**src/rtl/minbd_local_inject_queue.sv**
```systemverilog
// rtl/minbd_local_inject_queue.sv - local-injection FIFO with 2-cycle grant tracking and deny re-offer
//
// Buffers core flits and offers one per cycle to the router local input. The
// router answers each offer two cycles later on inj_gnt. Denied flits are
// re-offered ahead of FIFO traffic, so no flit is lost or duplicated.
//
// Flit layout (flit_ext_t): bit [WIDTH_FLIT_EXT-1] is vld, the lower bits are
// the payload carried through untouched.
//
// Ports:
//   clk       clock
//   n_rst     asynchronous active-low reset
//   enq_flit  flit from core; vld bit requests an enqueue
//   enq_rdy   FIFO can accept enq_flit this cycle
//   inj_flit  flit offered to router din_l; vld=1 means offer
//   inj_gnt   router accept/deny of the offer made two cycles earlier
//   count     FIFO occupancy, in-flight copies excluded
//   empty     FIFO and both in-flight stages empty
//   starve    consecutive-deny streak has reached STARVE_LIMIT
//   err_gnt   sticky: grant seen with no offer pending
module minbd_local_inject_queue #(
    parameter int DEPTH          = 8,
    parameter int STARVE_LIMIT   = 16,
    parameter int WIDTH_FLIT_EXT = 16,
    localparam int CW            = $clog2(DEPTH + 1),
    localparam int PW            = $clog2(DEPTH)
) (
    input  logic                      clk,
    input  logic                      n_rst,
    input  logic [WIDTH_FLIT_EXT-1:0] enq_flit,
    output logic                      enq_rdy,
    output logic [WIDTH_FLIT_EXT-1:0] inj_flit,
    input  logic                      inj_gnt,
    output logic [CW-1:0]             count,
    output logic                      empty,
    output logic                      starve,
    output logic                      err_gnt
);

    localparam int VLD = WIDTH_FLIT_EXT - 1;

    logic [WIDTH_FLIT_EXT-1:0] mem [DEPTH];
    logic [PW-1:0]             wr_ptr;
    logic [PW-1:0]             rd_ptr;
    logic [CW-1:0]             count_q;
    logic [WIDTH_FLIT_EXT-1:0] d1;
    logic [WIDTH_FLIT_EXT-1:0] d2;
    logic [7:0]                deny_streak;
    logic                      err_q;

    logic deny;
    logic fifo_ne;
    logic push;
    logic pop;

    // enq_rdy depends only on registered count so there is no
    // combinational path from the router side back to the core.
    assign enq_rdy = (count_q != CW'(DEPTH));
    assign fifo_ne = (count_q != '0);
    assign deny    = d2[VLD] && !inj_gnt;
    assign push    = enq_flit[VLD] && enq_rdy;
    // A denied flit takes the offer slot, so the FIFO head waits.
    assign pop     = !deny && fifo_ne;

    always_comb begin
        inj_flit = '0;
        if (deny) begin
            inj_flit = d2;
        end else if (fifo_ne) begin
            inj_flit = mem[rd_ptr];
        end
    end

    // Storage has no reset; entries are only read when count says valid.
    always_ff @(posedge clk) begin
        if (push) begin
            mem[wr_ptr] <= enq_flit;
        end
    end

    always_ff @(posedge clk or negedge n_rst) begin
        if (!n_rst) begin
            wr_ptr      <= '0;
            rd_ptr      <= '0;
            count_q     <= '0;
            d1          <= '0;
            d2          <= '0;
            deny_streak <= '0;
            err_q       <= 1'b0;
        end else begin
            if (push) begin
                wr_ptr <= wr_ptr + 1'b1;
            end
            if (pop) begin
                rd_ptr <= rd_ptr + 1'b1;
            end
            count_q <= count_q + {{(CW-1){1'b0}}, push} - {{(CW-1){1'b0}}, pop};

            // A granted d2 simply shifts out; a denied one has already been
            // copied into inj_flit and therefore lands back in d1.
            d1 <= inj_flit;
            d2 <= d1;

            if (d2[VLD]) begin
                if (inj_gnt) begin
                    deny_streak <= '0;
                end else if (deny_streak != 8'hFF) begin
                    deny_streak <= deny_streak + 8'd1;
                end
            end

            if (inj_gnt && !d2[VLD]) begin
                err_q <= 1'b1;
            end
        end
    end

    assign count   = count_q;
    assign empty   = !fifo_ne && !d1[VLD] && !d2[VLD];
    assign starve  = (deny_streak >= 8'(STARVE_LIMIT));
    assign err_gnt = err_q;

endmodule

```
**config.mk**
```make
export PLATFORM = sky130hd
export DESIGN_NAME = minbd_local_inject_queue
export DESIGN_NICKNAME = d
export VERILOG_FILES = /design/src/rtl/minbd_local_inject_queue.sv
export SDC_FILE = /design/constraint.sdc
export NUM_CORES = 1
export LEC_CHECK = 0
export CORE_MARGIN = 4
export CORE_UTILIZATION = 55
export DETAILED_ROUTE_END_ITERATION = 6
export PLACE_DENSITY = 0.75
export SLEW_MARGIN = 5
export SYNTH_ARGS = -nofsm -noshare
export SYNTH_HDL_FRONTEND = slang
export SYNTH_SLANG_ARGS = --single-unit
```
**constraint.sdc**
```tcl
create_clock -name clk -period 3.9 [get_ports clk]
set_clock_uncertainty 0.2 [all_clocks]
set_input_delay 0.39 -clock clk [delete_from_list [all_inputs] [get_ports clk]]
set_output_delay 0.39 -clock clk [all_outputs]
set_load 0.01 [all_outputs]
```
After elaboration in Yosys (flattened, before gate mapping)

Memories as Yosys holds them, arrays and structs flattened.
Index checks and enable logic that the tools add are counted.

Register bits: 51
Memory bits (writable): 128
Bits of input ports: 19
Word-level logic and storage cells: 36
Memories kept: 1

Memories:

| memory | depth | bits a word | rd ports | clocked after memory_dff | write ports | RTL line | RTL |
|---|---|---|---|---|---|---|---|
| mem    | 8     | 16          | 1        | 0                        | 1           | 42       | `logic [WIDTH_FLIT_EXT-1:0] mem [DEPTH];` |

$add $sub $neg: 5
Magnitude comparators: 1
Equality and inequality tests: 2
Mux-type cells: 6
Reduce and logical (&&, ||, !) cells: 14

Operators by type and width:

| cell                                                                   | count |
|---|---|
| 16-bit two-way mux                                                     | 2 |
| 8-bit two-way mux                                                      | 2 |
| 8-bit by 1-bit adder with 8-bit output (second input constant)         | 1 |
| 8-bit by 5-bit >= comparator with 1-bit output (second input constant) | 1 |
| 8-bit != test (second input constant)                                  | 1 |
| 3-bit by 1-bit adder with 3-bit output (second input constant)         | 2 |
| 1-bit logical AND                                                      | 6 |
| 1-bit zero test                                                        | 5 |
| 4-bit by 1-bit adder with 4-bit output                                 | 1 |
| 4-bit != test (second input constant)                                  | 1 |
| 4-bit nonzero test                                                     | 1 |
| 4-bit by 1-bit subtractor with 4-bit output                            | 1 |
| 1-bit two-way mux                                                      | 2 |
| 2-bit AND reduction                                                    | 1 |
| 2-bit nonzero test                                                     | 1 |

Longest topological paths before layout

Gate-level depths: netlist of run 1.

Depth in word-level cells: 5
Mapped depth: 12
Depth with buffers taken out: 11

Least setup slack after synthesis of run 1

Ideal clock, no wire load.

Path type: reg-to-reg
Start: reg count_q[2], in the netlist count[2]
End: mem mem[0][0] (enable)
Library setup time: 0.409 ns
Arrival time: 2.446 ns
Slack: 0.845 ns
Stages on the path, launching flop included: 7
Cell sequence: dfrtp_1 > inv_1 > ha_1 > or3b_2 > nand2_1 > or2_2 > nor3_1

Cells in the longest elaborated chain, start to end: 4

RTL lines:

| what                                    | RTL line | RTL |
|---|---|---|
| start, declared                         | 45       | `logic [CW-1:0] count_q;` |
| start signal, assigned                  | 97       | `count_q <= count_q + {{(CW-1){1'b0}}, push} - {{(CW-1){1'b0}}, pop};` |
| 4-bit != test                           | 58       | `assign enq_rdy = (count_q != CW'(DEPTH));` |
| named net enq_rdy                       | 31       | `output logic enq_rdy,` |
| 1-bit logical AND                       | 61       | `assign push = enq_flit[VLD] && enq_rdy;` |
| 1-bit two-way mux                       | 76       | `if (push) begin` |
| 1-bit two-way mux (implied by the code) | 77       | `mem[wr_ptr] <= enq_flit;` |
| end, declared                           | 42       |  |

The timed path passes the listed nets, and every way through them passes these cells.

Final worst setup path of run 1

Start: reg count_q[2], in the netlist count[2]
End: out inj_flit[3]

Cells in the longest elaborated chain, start to end: 3

RTL lines:

| what               | RTL line | RTL |
|---|---|---|
| 4-bit nonzero test | 59       | `assign fifo_ne = (count_q != '0);` |
| 16-bit two-way mux | 69       | `end else if (fifo_ne) begin` |
| 16-bit two-way mux | 67       | `if (deny) begin` |
| end, declared      | 32       | `output logic [WIDTH_FLIT_EXT-1:0] inj_flit,` |

Every way passes these cells.

==> results of run 1 <==
cells in the mapped netlist, types with 4 or more instances:
cell type / instances
edfxtp_1: 128
dfrtp_1: 51
nand2_1: 28
mux4_2: 21
mux2i_1: 18
o21ai_1: 15
ha_1: 10
mux4_1: 10
nor2_1: 10
inv_1: 9
a21oi_1: 8
buf_6: 5
clkbuf_1: 4
nand2b_1: 4
routing by layer:
| layer | vias to the layer above | routed length, um | share of wire [%] | track usage, % |
|---|---|---|---|---|
| met4 | 0 | 271 | 2.2 | 8.57 |
| met5 | - | 0 | 0 | 0 |
| met2 | 71 | 6230 | 50 | 29.3 |
| li1 | 1551 | - | - | - |
| met1 | 1786 | 5500 | 44 | 25.5 |
| met3 | 20 | 489 | 3.9 | 4.40 |
final cells by class:
type                       count  area [um2]
clock inverter                11        48.8
multi-input combinational    163        1650
clock buffer                  18         429
sequential                   179        5120
timing repair buffer          58         538
inverter                      10        37.5
fill                         815        4130
tap                          168         210
registers in the layout, summed over array words and instances, names as in the netlist:
name and flops:
count 4, wr_ptr 3, rd_ptr 3, d1 16, mem 128, err_gnt 1
deny_streak 8, d2 16
worst min path at each step:
stage,from,end,slack [ns],cells past startpoint
floorplan,n_rst,count[0],-0.11,0
global placement,d1[5],d2[5],0.13,0
detailed placement,d1[2],d2[2],0.14,0
CTS,d1[2],d2[2],0.14,0
global route,d1[4],d2[4],0.15,0
finish,d1[14],d2[14],0.14,0
through the flow:
step / total power (uW) / hold WS (ns) / area (um2) / util (%)
floorplan: 3920 / -0.106 / 6940 / -
global placement: 4560 / 0.132 / 7540 / 62.0
detailed placement: 4630 / 0.136 / 7540 / 62.0
CTS: 6050 / 0.144 / 8030 / 66.0
global route: 6300 / 0.148 / 8030 / 66.0
finish: 5990 / 0.144 / 8030 / 66.0
cells by family (layout without fill, tap and decap cells):
logic type	Yosys count	in the layout	share of synthesized area, %
AOI/OAI and AO/OA	35	35	3.06
DFF	179	179	73.7
xor gates and xnor gates	5	5	0.631
muxes	51	51	13.5
buffers and inverters	27	97	2.68
adders and majority gates	11	11	2.09
and+or+nand+nor	61	61	4.29
worst register-to-register path, stage by stage, from the launching register on:
cell and delay [ns]:
dfrtp_1 0.37, inv_1 0.10, ha_1 0.15, nor3b_1 0.38
or2_1 0.64, inv_2 0.10, ha_1 0.30, inv_1 0.04
ha_1 0.19, fa_1 0.38, xor2_1 0.15
power by group through the flow:
stage / sequential, uW / clock, uW / combinational (uW)
floorplan: 2650 / 0 / 1270
CTS: 2700 / 1430 / 1910
finish: 2700 / 1410 / 1880
global route: 2740 / 1520 / 2040
global placement: 2700 / 0 / 1860
detailed placement: 2740 / 0 / 1900
repair_timing:
| action | 4_1_cts | 5_1_grt |
|---|---|---|
| hold endpoints to repair | 8 | 0 |
| endpoints found under the setup margin | 0 | 0 |
| hold buffers | 1 | 0 |
==> reports/results.txt, run 1 <==
Synth Warn # -> 0
CP max FO -> 18
CP Capture Point -> inj_flit[3]
Initial antenna violation count -> 0
Critical path launch point -> count[2]
Final min period -> 3.47 ns
Post-cts resize count -> 0
Row count -> 40
CP arrival -> 2.88 ns
Netlist cell types -> 43
Post-CTS setup buffer count -> 0
Hold Fails Final Rpt -> 0
Nets -> 459
Async SR Flop Fraction -> 28.5%
VDD IR max -> 0.397 mV
Reg2reg path depth -> 10
I/O Pins -> 43
Main synth FF type -> edfxtp_1
Crit Reg-Reg Startpoint -> count[2]
Post-Layout Cell Count -> 607
FF-to-FF End -> count[2]
Die Y -> 120 um
Port-buffer cells -> 42
Net Sw Frac -> 30.0%
Global-route wire length before repair -> 19.7 mm
Final WS setup -> 0.434 ns
Worst-Skew Late Latency -> 0.42 ns
Synth top area cells -> edfxtp_1, dfrtp_1, mux4_2, mux4_1, mux2i_1
TritonCTS Buffers -> 17
CTS tree -> yes
Cells after DPL -> 577
Switch Pwr -> 1800 uW
Largest net degree at the start of global routing -> 52
Peak Freq -> 289 MHz
Worst path depth -> 6
Commonest non-fill, non-tap cells in the layout -> edfxtp_1, dfrtp_1, clkdlybuf4s50_1
Layout cell share with drive strength beyond 1 -> 15.7%
Least-Margin Pin Slew -> 1.08 ns
Leakage power -> 0.00296 uW
Setup violators final -> 0
Flop pwr share -> 45.1%
Setup TNS -> 0 ns
CP Data Required Time -> 3.31 ns
Type of the worst setup path -> reg2out
R2R setup slack -> 0.79 ns
CP cell instances -> inv_1 > ha_1 > nor3b_1 > or2_1 > o21ai_1 > clkdlybuf4s50_1
H-tree depth -> 4
Max Buffers Root-to-Sink -> 2
N_diodes -> 0
CP bufs+invs -> 2
Vias -> 3,428
GRT overflow -> 0
Vias in the first global route -> 3,499
Total Routing Usage GR -> 18.8%
Power share of the clock group -> 23.6%
Max-Cap Viols -> 0
Clock-pin slew on the worst setup and hold paths -> 0.06 ns
Netlist Area Pre-Place -> 0.00694 mm2
Min-Delay Path Class -> reg2reg
WL/cell -> 20.6 um
Mapped Cells -> 369
Commonest non-fill, non-tap cell in the layout -> edfxtp_1
# clock sinks -> 179
Delay-heaviest family, CP -> simple AND/OR/NAND/NOR gates
Die Wd -> 120 um
Syn-to-layout area delta -> 15.7%
Setup slack at placement -> 0.574 ns
Clk root buf -> clkbuf_16
Crit start category -> register
Drt first pass iters -> 4
EDFF count, synth -> 128
Die area -> 0.0145 mm2
DRC Markers -> 0
Slowest stage delay, CP -> 0.64 ns
Power per cell area -> 746 mW/mm2
Final ANT Viol Nets -> 0
Core area -> 0.0122 mm2
Initial core utilization -> 57.1%
HPWL after DPL -> 7.60 mm
Net count after synthesis -> 399
Final Cycle Share -> 88.9%
Slowest-stage cell, CP -> or2_1
DR iter-0 viols -> 334
RD Place Congestion -> 0.726
Leading area contributor after synthesis -> edfxtp_1
DR vias/cell -> 5.65
Final Max Tran Viols -> 0
Final wirelength -> 12.5 mm
Synthesized area per cell -> 18.8 um2
Register area share after synthesis -> 73.7%
Top-area cell type share of the netlist area -> 55.4%
RSZ-0062 raised after global routing -> false
Worst setup EP type -> output pin
Slew margin rel. -> 28.2%
P_int -> 4190 uW
Combinational Power Share -> 31.4%
Outcome -> finished, final reports clean
Seq cells post-synth -> 179
Power figures use the tool's default switching activity.
==> run 2: changes to the inputs <==
==> constraint.sdc (replaced) <==
create_clock -name clk -period 4.1 [get_ports clk]
set_clock_uncertainty 0.2 [all_clocks]
set_input_delay 0.41 -clock clk [delete_from_list [all_inputs] [get_ports clk]]
set_output_delay 0.41 -clock clk [all_outputs]
set_load 0.01 [all_outputs]
==> reports/results.txt, run 2 (synthesized netlist as in run 1, its figures left out) <==
# clock sinks -> 179
DRC Markers -> 0
Min-Delay Path Class -> in2async
Nets -> 459
RD Place Congestion -> 0.781
# fillers -> 829
Hold Fails Final Rpt -> 8
Largest net degree at the start of global routing -> 52
Largest regs -> mem (128), d1 (16), d2 (16)
Failing checks -> hold timing
Setup violators final -> 0
Drt first pass iters -> 4
Type of the worst setup path -> reg2out
Syn-to-layout area delta -> 16.4%
Placed inst area -> 0.00755 mm2
Clock-pin slew on the worst setup and hold paths -> 0.06 ns
Vias -> 3,430
CP arrival -> 2.88 ns
DR vias/cell -> 5.62
N_diodes -> 0
Total Routing Usage GR -> 18.3%
Peak Freq -> 286 MHz
GRT busiest layer -> met2
Slowest-stage cell, CP -> dfrtp_1
Die Wd -> 120 um
Port-buffer cells -> 42
Power per cell area -> 715 mW/mm2
Commonest non-fill, non-tap cell in the layout -> edfxtp_1
I/O Pins -> 43
Max-Cap Viols -> 0
Slowest stage delay, CP -> 0.81 ns
Outcome -> complete, but fails checks
H-tree depth -> 4
RSZ-0062 raised after global routing -> false
CTS tree -> yes
GRT overflow -> 0
Final Cycle Share -> 85.2%
Clk root buf -> clkbuf_16
Global-route wire length before repair -> 19.6 mm
Worst-Skew Late Latency -> 0.42 ns
R2R setup slack -> 1.01 ns
VDD IR max -> 0.337 mV
Post-cts resize count -> 0
Grt met3 use -> 4.96%
Initial core utilization -> 57.1%
Fin Hold WS -> -0.0147 ns
FF-to-FF End -> count[2]
Max Buffers Root-to-Sink -> 2
Post-CTS setup buffer count -> 0
Final Max Tran Viols -> 0
Die area -> 0.0145 mm2
Setup TNS -> 0 ns
Final ANT Viol Nets -> 0
Reg2reg path depth -> 10
Final wirelength -> 12.1 mm
CTS Hold Bufs -> 0
Crit Reg-Reg Startpoint -> count[2]
Crit start category -> register
M1 GR Usage -> 25.3%
Fin area -> 0.00808 mm2
Met2 usage -> 27.9%
Initial antenna violation count -> 0
CP Data Required Time -> 3.49 ns
Row count -> 40
HPWL after DPL -> 7.56 mm
Largest reg by FF count -> mem
Least-Margin Pin Slew -> 1.08 ns
Critical path launch point -> rd_ptr[0]
Final min period -> 3.49 ns
CP max FO -> 14
TritonCTS Buffers -> 17
Slew margin rel. -> 28.1%
Leakage power -> 0.00298 uW
CP cell instances -> mux4_1 > mux2i_1 > o21ai_1 > clkdlybuf4s50_1
Max reg flops -> 128
DR iter-0 viols -> 295
Vias in the first global route -> 3,529
Commonest non-fill, non-tap cells in the layout -> edfxtp_1, dfrtp_1, clkdlybuf4s50_1
Core area -> 0.0122 mm2
Worst setup EP type -> output pin
Die Y -> 120 um
WL/cell -> 19.8 um
Layout cell share with drive strength beyond 1 -> 16.7%
==> run 2: worst max path at each step <==
stage,endpoint,slack (ns),cells past startpoint
after floorplan,mem[0][0],1.05,6
after global placement,count[2],0.86,9
after detailed placement,count[2],0.78,9
after CTS,inj_flit[6],0.53,4
after global routing,inj_flit[6],0.37,4
final,inj_flit[6],0.61,4
==> run 2: metrics by stage <==
step	setup slack (ns)	utilization [%]	power (uW)	hold WS [ns]	cells
6_report	0.609	66.4	5780	-0.0147	610
5_1_grt	0.374	66.4	6110	0.0795	610
4_1_cts	0.532	66.4	5840	0.0199	610
3_5_place_dp	0.785	62.1	4390	0.137	578
3_3_place_gp	0.859	62.1	4340	0.132	578
2_1_floorplan	1.05	-	3730	-0.0856	369
==> run 2: critical path, delay by kind of cell (launching register included) <==
| family | cells | cell delay (ns) |
|---|---|---|
| mux | 2 | 0.99 |
| flops | 1 | 0.81 |
| buf+inv | 1 | 0.53 |
| compound gates | 1 | 0.13 |
==> run 2: per-layer routing <==
layer	vias up	wire, um	part of all wire [%]
li1	1552	-	-
met1	1769	5390	45
met2	94	5900	49
met3	15	575	4.8
met4	0	195	1.6
met5	-	0	0
==> run 2: cell type report <==
type,instances,area (um2),share of cell area [%]
Sequential cell,179,5120,63.4
Inverter,10,37.5,0.465
Clock inverter,6,30.0,0.372
Tap cell,168,210,2.60
Clock buffer,26,499,6.18
Multi-Input combinational cell,163,1650,20.4
Timing Repair Buffer,58,536,6.63
==> run 2: report_power, final <==
group	total [uW]	switching, uW	leakage (uW)	internal (uW)
registers	2590	222	0.00178	2370
logic	1750	870	0.000934	882
clock network	1430	599	0.000268	833
==> run 3: changes to the inputs <==
--- a/config.mk
+++ b/config.mk
@@ -8,7 +8,8 @@
 export CORE_MARGIN = 4
 export CORE_UTILIZATION = 55
 export DETAILED_ROUTE_END_ITERATION = 6
-export PLACE_DENSITY = 0.75
+export GPL_TIMING_DRIVEN = 1
+export PLACE_DENSITY = 0.87
 export SLEW_MARGIN = 5
 export SYNTH_ARGS = -nofsm -noshare
 export SYNTH_HDL_FRONTEND = slang
==> constraint.sdc (replaced) <==
create_clock -name clk -period 4.1 [get_ports clk]
set_clock_uncertainty 0.2 [all_clocks]
set_input_delay 0.82 -clock clk [delete_from_list [all_inputs] [get_ports clk]]
set_output_delay 0.82 -clock clk [all_outputs]
set_load 0.01 [all_outputs]
==> reports/results.txt, run 3 (synthesized netlist as in run 1, its figures left out) <==
Worst-Skew Late Latency -> 0.43 ns
Placed inst area -> 0.00757 mm2
Final wirelength -> 13.7 mm
HPWL after DPL -> 8.05 mm
Core area -> 0.0122 mm2
Post-Layout Cell Count -> 611
Row count -> 40
Layout cell share with drive strength beyond 1 -> 17.2%
Net Sw Frac -> 29.0%
Largest reg by FF count -> mem
Setup violators final -> 0
Largest net degree at the start of global routing -> 52
RSZ-0062 raised after global routing -> false
Syn-to-layout area delta -> 18.2%
H-tree depth -> 4
Power share of the clock group -> 28.2%
VDD IR max -> 0.427 mV
Min-Delay Path Class -> reg2reg
Nets -> 460
Largest regs -> mem (128), d1 (16), d2 (16)
Vias -> 3,554
Clk root buf -> clkbuf_16
Clock-pin slew on the worst setup and hold paths -> 0.06 ns
Port-buffer cells -> 42
CP Data Required Time -> 3.08 ns
Die Y -> 120 um
Commonest non-fill, non-tap cells in the layout -> edfxtp_1, dfrtp_1, clkdlybuf4s50_1
P_int -> 4370 uW
CTS Hold Bufs -> 0
N_diodes -> 0
I/O Pins -> 43
Flop pwr share -> 42.3%
GRT overflow -> 0
Power per cell area -> 750 mW/mm2
Fin area -> 0.00821 mm2
Max Buffers Root-to-Sink -> 2
Total Routing Usage GR -> 20.4%
DR vias/cell -> 5.82
Cells after DPL -> 579
Worst setup EP type -> output pin
DR iter-0 viols -> 355
RD Place Congestion -> 0.759
Die Wd -> 120 um
Final ANT Viol Nets -> 0
Peak Freq -> 258 MHz
CTS tree -> yes
Global-route wire length before repair -> 21.5 mm
Combinational Power Share -> 29.5%
CP arrival -> 2.86 ns
Switch Pwr -> 1780 uW
Setup TNS -> 0 ns
Initial core utilization -> 57.1%
TritonCTS Buffers -> 17
WL/cell -> 22.4 um
Final Max Tran Viols -> 0
Least-Margin Pin Slew -> 0.797 ns
Max reg flops -> 128
Outcome -> finished, final reports clean
Max-Cap Viols -> 0
Hold Fails Final Rpt -> 0
Slew margin rel. -> 46.8%
Post-CTS setup buffer count -> 0
Type of the worst setup path -> reg2out
Final Cycle Share -> 94.7%
# clock sinks -> 179
Post-cts resize count -> 0
Drt first pass iters -> 4
Crit start category -> register
Die area -> 0.0145 mm2
Initial antenna violation count -> 0
Leakage power -> 0.00304 uW
CP max FO -> 10
DRC Markers -> 0
Final min period -> 3.88 ns
Commonest non-fill, non-tap cell in the layout -> edfxtp_1
Vias in the first global route -> 3,812
run 3: power groups by stage:
stage | Sequential, uW | Combinational [uW] | Clock, uW
3_5_place_dp | 2630 | 1800 | 0
3_3_place_gp | 2590 | 1720 | 0
2_1_floorplan | 2520 | 1210 | 0
6_report | 2610 | 1820 | 1730
5_1_grt | 2650 | 1960 | 1830
4_1_cts | 2610 | 1840 | 1750
run 3: worst paths after layout:
check / depth (start not counted) / end / slack, ns / startpoint
worst max-delay path: 5 / inj_flit[3] / 0.22 / rd_ptr[0]
worst min-delay path: 0 / d2[12] / 0.15 / d1[12]
worst max register to register: 11 / count[2] / 1.22 / count[2]
worst min register to register: 0 / d2[12] / 0.15 / d1[12]
max in group asynchronous: 1 / d1[7] / 3.04 / n_rst
min in group asynchronous: 1 / d2[4] / 0.23 / n_rst
run 3: final cells by class:
class | instances | area, um2
clock buffer | 22 | 454
clock inverter | 10 | 183
tap | 168 | 210
fill | 735 | 3950
timing repair buffer | 59 | 558
inverter | 10 | 37.5
sequential | 179 | 5120
multi-input combinational | 163 | 1650
run 3: critical path, stage by stage (launching register included):
cell             delay (ns)
dfrtp_1                0.68
buf_4                  0.34
mux4_1                 0.61
mux2i_1                0.20
o21ai_1                0.10
clkdlybuf4s50_1        0.49
run 3: metrics by stage:
stage	setup WS [ns]	total power [uW]	util, %	hold slack (ns)
4_1_cts	0.163	6210	67.5	0.149
6_report	0.219	6160	67.5	0.148
5_1_grt	0.0755	6430	67.5	0.151
2_1_floorplan	1.05	3730	-	0.131
3_3_place_gp	0.560	4320	62.3	0.131
3_5_place_dp	0.456	4430	62.3	0.135
run 3: metal layers:
layer  track usage, %  share of wire (%)  up-vias
met4             9.14                2.3        0
met5                0                  0        -
met2             34.7                 53      126
li1                 -                  -     1550
met1             25.0                 39     1854
met3             4.86                5.1       24
